`config.mk`:
```
export PLATFORM = sky130hd
export DESIGN_NAME = sum_accumulator
export DESIGN_NICKNAME = d
export VERILOG_FILES = /design/src/rtl/sum_accum_pkg.sv /design/src/rtl/frame_counter.sv /design/src/rtl/sum_accumulator.sv
export SDC_FILE = /design/constraint.sdc
export NUM_CORES = 1
export LEC_CHECK = 0
export CORE_MARGIN = 2
export CORE_UTILIZATION = 45
export DETAILED_ROUTE_END_ITERATION = 8
export GPL_ROUTABILITY_DRIVEN = 0
export PLACE_DENSITY = 0.85
export SLEW_MARGIN = 10
export SYNTH_ARGS = -nofsm -noshare
export SYNTH_HDL_FRONTEND = slang
export SYNTH_SLANG_ARGS = --single-unit
```
`constraint.sdc`:
```
create_clock -name clk -period 2 [get_ports clk]
set_input_delay 0.3 -clock clk [delete_from_list [all_inputs] [get_ports clk]]
set_output_delay 0.3 -clock clk [all_outputs]
set_load 0.02 [all_outputs]
```
`src/rtl/sum_accum_pkg.sv`:
```
// Shared types and helpers for the frame-sum accumulator.
// Latency: n/a (declarations only).
// Backpressure: n/a.
package sum_accum_pkg;

    typedef enum logic {
        ACCUM = 1'b0,
        EMIT  = 1'b1
    } state_t;

    // Accumulator width large enough that COUNT maximal samples never overflow.
    function automatic int acc_width(input int in_w, input int count);
        return in_w + $clog2(count);
    endfunction

endpackage

```
`src/rtl/frame_counter.sv`:
```
// Counts accepted samples within a frame; flags the last slot (cnt == COUNT-1).
// Latency: cnt updates on the clock edge after a control pulse; last is combinational on cnt.
// Backpressure: none; the caller only pulses controls on accepted samples.
module frame_counter #(
    parameter  int COUNT = 4,
    localparam int CW    = (COUNT > 1) ? $clog2(COUNT) : 1
) (
    input  logic          clk,
    input  logic          rst_n,
    input  logic          inc,
    input  logic          load1,
    input  logic          clr,
    output logic [CW-1:0] cnt,
    output logic          last
);

    logic [CW-1:0] cnt_q;
    logic [CW-1:0] cnt_d;

    // Next count: clear wins over reload, reload wins over increment.
    always_comb begin
        cnt_d = cnt_q;
        if (clr) begin
            cnt_d = '0;
        end else if (load1) begin
            cnt_d = CW'(1);
        end else if (inc) begin
            cnt_d = cnt_q + CW'(1);
        end
    end

    // Count register.
    always_ff @(posedge clk or negedge rst_n) begin
        if (!rst_n) begin
            cnt_q <= '0;
        end else begin
            cnt_q <= cnt_d;
        end
    end

    assign cnt  = cnt_q;
    assign last = (cnt_q == CW'(COUNT - 1));

endmodule

```
`src/rtl/sum_accumulator.sv`:
```
// Sums frames of COUNT unsigned samples and presents the registered total (early close on flush).
// Latency: out_valid rises one cycle after the last accept or the flush cycle.
// Backpressure: while a result waits, in_ready follows out_ready combinationally (pass-through skid).
module sum_accumulator
    import sum_accum_pkg::*;
#(
    parameter  int IN_WIDTH  = 4,
    parameter  int COUNT     = 4,
    localparam int ACC_WIDTH = acc_width(IN_WIDTH, COUNT),
    localparam int CW        = (COUNT > 1) ? $clog2(COUNT) : 1
) (
    input  logic                 clk,
    input  logic                 rst_n,
    input  logic [IN_WIDTH-1:0]  in_data,
    input  logic                 in_valid,
    output logic                 in_ready,
    input  logic                 flush,
    output logic [ACC_WIDTH-1:0] out_data,
    output logic                 out_lsb,
    output logic                 out_partial,
    output logic                 out_valid,
    input  logic                 out_ready
);

    state_t               state_q, state_d;
    logic [ACC_WIDTH-1:0] acc_q, acc_d;
    logic [ACC_WIDTH-1:0] out_data_q, out_data_d;
    logic                 partial_q, partial_d;

    logic [CW-1:0]        cnt;
    logic                 last;
    logic                 cnt_inc, cnt_load1, cnt_clr;

    logic                 accept;
    logic                 emit;
    logic [ACC_WIDTH-1:0] in_ext;
    logic [ACC_WIDTH-1:0] acc_sum;

    frame_counter #(.COUNT(COUNT)) u_cnt (
        .clk   (clk),
        .rst_n (rst_n),
        .inc   (cnt_inc),
        .load1 (cnt_load1),
        .clr   (cnt_clr),
        .cnt   (cnt),
        .last  (last)
    );

    // Held low during reset so nothing is taken while the block is cleared.
    assign in_ready = rst_n && ((state_q == ACCUM) || out_ready);
    assign out_valid = (state_q == EMIT);
    assign accept   = in_valid && in_ready;
    assign emit     = out_valid && out_ready;

    // Accepted sample zero-extended; zero when nothing is taken so acc_sum is the running total.
    assign in_ext  = accept ? ACC_WIDTH'(in_data) : '0;
    assign acc_sum = acc_q + in_ext;

    // Frame FSM next-state: a full frame takes priority over flush on the same cycle.
    always_comb begin
        state_d    = state_q;
        acc_d      = acc_q;
        out_data_d = out_data_q;
        partial_d  = partial_q;
        cnt_inc    = 1'b0;
        cnt_load1  = 1'b0;
        cnt_clr    = 1'b0;
        unique case (state_q)
            ACCUM: begin
                if (accept && last) begin
                    out_data_d = acc_sum;
                    partial_d  = 1'b0;
                    acc_d      = '0;
                    cnt_clr    = 1'b1;
                    state_d    = EMIT;
                end else if (flush && ((cnt != '0) || accept)) begin
                    out_data_d = acc_sum;
                    partial_d  = 1'b1;
                    acc_d      = '0;
                    cnt_clr    = 1'b1;
                    state_d    = EMIT;
                end else if (accept) begin
                    acc_d   = acc_sum;
                    cnt_inc = 1'b1;
                end
            end
            EMIT: begin
                if (emit) begin
                    if (accept) begin
                        if (COUNT == 1) begin
                            // A single-sample frame closes immediately: keep presenting.
                            out_data_d = in_ext;
                            partial_d  = 1'b0;
                        end else begin
                            acc_d     = in_ext;
                            cnt_load1 = 1'b1;
                            state_d   = ACCUM;
                        end
                    end else begin
                        state_d = ACCUM;
                    end
                end
            end
            default: state_d = ACCUM;
        endcase
    end

    // State, accumulator and output registers.
    always_ff @(posedge clk or negedge rst_n) begin
        if (!rst_n) begin
            state_q    <= ACCUM;
            acc_q      <= '0;
            out_data_q <= '0;
            partial_q  <= 1'b0;
        end else begin
            state_q    <= state_d;
            acc_q      <= acc_d;
            out_data_q <= out_data_d;
            partial_q  <= partial_d;
        end
    end

    assign out_data    = out_data_q;
    assign out_lsb     = out_data_q[0];
    assign out_partial = partial_q;

endmodule

```
==> run_results.csv <==
group,metric,value,unit
worst_setup_path,r2r_start,"out_valid",
yosys,yosys_most_used_dff,"dfrtp_1",
sta,relSlewSlack,62.73,%
worst_setup_path,worstPathRequired,2.17,ns
cts,cts_sinks,16,
run_status,violations,"negative setup slack",
drt,vias_per_cell,5.313,
pwr,power_density,1150,nW/µm²
worst_setup_path,cp_common_cell,"nand2b_4",
yosys,syn-cell-area,979.7,µm²
pwr,p_comb_share,56.5,%
die,die_y,50.66,µm
grt,antenna_found_initial,0,
sta,fin_skew,0.02171,ns
drt,ant_nets,0,
drt,routedWlPerCell,15.36,µm
yosys,synth-edff-count,0,
sta,rsz0062_at_grt,"yes",
worst_setup_path,crit_arrival,2.20,ns
grt,grt_pass1_wl,4091,µm
sta,slew_viol_final,0,
drt,drt_wl_total,2504,µm
yosys,synth-async-reset-ratio,100.0,%
yosys,syn-num-nets,113,
drt,drt_iter0_drc,9,
final_layout,drive_gt1_share,39.71,%
worst_setup_path,path_class,"flip-flop to flip-flop",
min_path,worstHoldPathType,"input port to async pin",
sta,finalSetupViolCount,2,
sta,finalCriticalPeriod,2.029,ns
pwr,seq_power_share,30.3,%
yosys,seq_area_frac_synth,40.87,%
yosys,ys_ff_latch,16,
cts,cts_max_path_buffers,2,
worst_setup_path,max_stage_delay,0.44,ns
sta,period_share,101.4,%
final_layout,antenna_cells,0,
cts,hold_buffers,0,
die,pin_count,19,
pwr,p_int,1.039,mW
worst_setup_path,r2r_cells,9,
pwr,power_switching,651.5,µW
worst_setup_path,path_cells,"nand2b_4 -> and3_4 -> ha_4 -> inv_2 -> fa_2 -> nand2b_4 -> a21oi_4 -> xnor2_2 -> mux2_4",
sta,tightest_slew,0.5547,ns
cts,clockRootBuffer,"clkbuf_4",
pwr,total_power,1.691,mW
drt,vias,866,
cts,cts_made_buffers,3,
cts,htreeDepth,1,
worst_setup_path,cpMaxStageDelayCell,"dfrtp_2",
placed_design,hpwl,1840,µm
sta,setup_tns,-0.03476,ns
die,die_x,50.66,µm
worst_setup_path,crit_path_max_fanout,6,
final_layout,final_core_util,73.44,%
pwr,vdd_drop_max,0.7670,mV
grt,grt_use_total,21.75,%
die,num_rows,16,
sta,report.final.hold_viol_count,0,
pwr,power_frac_clock,13.1,%
grt,grt_overflow,0,
pwr,power_leakage,0.7030,nW
worst_setup_path,endpoint_kind,"flip-flop",
yosys,postSynthCellCount,97,
die,die_area,2566,µm²
sta,fmax,492.9,MHz
placed_design,io_buffers,18,
yosys,synth_warnings,0,
grt,grt_pass1_vias,922,
worst_setup_path,reg2reg_to,"out_data[4]",
final_layout,area_growth,50.06,%
cts,cts_tree,"done",
yosys,avgSynthCellArea,10.10,µm²
worst_setup_path,start_kind,"flip-flop",
run_status,outcome,"complete, but fails checks",
job,cap_violations,0,
worst_setup_path,cp-startpoint,"out_valid",
pwr,switching_share,38.54,%
die,initial_core_util,48.94,%
drt,dr.pass1.iters,4,
drt,drc,0,
cts,clk_pin_slew,0.11,ns
die,core,2002,µm²
final_layout,nNetsFinal,153,
sta,fin_ws,-0.02884,ns
yosys,yosys.cell_types.count,31,
cts,clk_latency,0.30,ns
final_layout,nFillCells,135,
worst_setup_path,rrSetupSlack,-0.03,ns
grt,grt_max_degree,20,
cell usage after synthesis (2+ instances only):
| master | instances | area share (%) |
|---|---|---|
| a21oi_1 | 7 | 3.6 |
| a22o_1 | 3 | 2.7 |
| a2bb2oi_1 | 2 | 1.8 |
| and2_1 | 2 | 1.3 |
| and2_4 | 2 | 1.8 |
| and3_1 | 4 | 2.6 |
| buf_4 | 2 | 1.5 |
| dfrtp_1 | 16 | 41 |
| ha_1 | 6 | 7.7 |
| inv_1 | 8 | 3.1 |
| mux2_2 | 8 | 9.2 |
| nand2_1 | 2 | 0.77 |
| nand2b_1 | 2 | 1.3 |
| nor2_1 | 9 | 3.4 |
| o21ai_0 | 5 | 2.6 |
| xnor2_1 | 4 | 3.6 |
per-layer routing:
metal,share of wire [%],global-route usage [%],vias up
met2,53,37.28,17
met5,0,0,-
li1,-,-,421
met3,2.6,5.655,2
met4,1.1,8.559,0
met1,44,25.85,426
worst max-delay path by stage:
stage                              to  cells past startpoint  slack (ns)
after global routing      out_data[4]                      9       -0.07
final                     out_data[4]                      9       -0.03
after global placement       acc_q[3]                     10       -0.40
after detailed placement     acc_q[3]                     10       -0.46
after CTS                 out_data[4]                      9       -0.08
after floorplan              acc_q[1]                      8        0.01
logic make-up (layout without fill, tap and decap cells):
kind of cell | count (synthesis) | after routing | synth area share (%)
AOI/OAI and AO/OA | 23 | 23 | 15.71
xor gates and xnor gates | 4 | 4 | 3.576
adders and majority gates | 7 | 7 | 9.706
buffers and inverters | 11 | 50 | 5.108
DFF | 16 | 16 | 40.87
muxes | 8 | 8 | 9.196
and+or+nand+nor | 28 | 28 | 15.84
final cells by class:
class | count | area, µm² | area share [%]
multi-input combinational | 70 | 638.1 | 43.40
inverter | 8 | 30.03 | 2.043
timing repair buffer | 38 | 330.3 | 22.47
clock buffer | 4 | 36.28 | 2.468
sequential | 16 | 401.6 | 27.32
tap | 27 | 33.78 | 2.298
worst max-delay path, delay by kind of cell, from the launching register on:
kind	cells	cell delay [ns]
buffers and inverters	1	0.04
DFF	1	0.44
and+or+nand+nor	3	0.46
muxes	1	0.26
AOI/OAI and AO/OA	1	0.15
xor gates and xnor gates	1	0.08
adders and majority gates	2	0.46
timing repair:
action | in CTS | in global routing
resized for setup | 12 | 9
setup endpoints to repair | 11 | 10
setup buffers | 1 | 0
pin swaps | 4 | 7
state kept, by name, summed over array words and instances, names as in the netlist:
| signal | flops |
|---|---|
| out_valid | 1 |
| acc_q | 6 |
| u_cnt.cnt | 2 |
| out_data | 6 |
| out_partial | 1 |
stage by stage:
stage	area, µm²	hold WS [ns]	instances	worst slack (ns)
5_1_grt	1470	0.09445	163	-0.06696
6_report	1470	0.06449	163	-0.02884
3_3_place_gp	1349	0.4971	158	-0.4008
4_1_cts	1425	0.07480	163	-0.07726
3_5_place_dp	1349	0.5037	158	-0.4560
2_1_floorplan	1012	0.004409	97	0.009705
cell usage in the layout, fill, tap and decap left out, types with 3 or more instances in the layout:
| cell type | synthesis | final |
|---|---|---|
| a21oi_1 | 7 | 5 |
| inv_2 | 0 | 3 |
| dlygate4sd2_1 | 0 | 3 |
| buf_4 | 2 | 19 |
| mux2_2 | 8 | 6 |
| clkbuf_4 | 0 | 3 |
| dfrtp_1 | 16 | 15 |
| ha_1 | 6 | 4 |
| a22o_1 | 3 | 3 |
| inv_1 | 8 | 5 |
| o21ai_0 | 5 | 4 |
| and3_4 | 0 | 3 |
| nor2_1 | 9 | 9 |
| clkdlybuf4s50_1 | 0 | 15 |
power by group through the flow:
stage          Combinational (mW)  Sequential [mW]  Clock (mW)
4_1_cts                     0.928            0.508       0.229
2_1_floorplan               0.469            0.564           0
3_5_place_dp                0.880            0.514           0
3_3_place_gp                0.847            0.508           0
6_report                    0.955            0.513       0.222
5_1_grt                      1.03            0.528       0.241
Note: power is estimated with default switching activity, not from simulation.
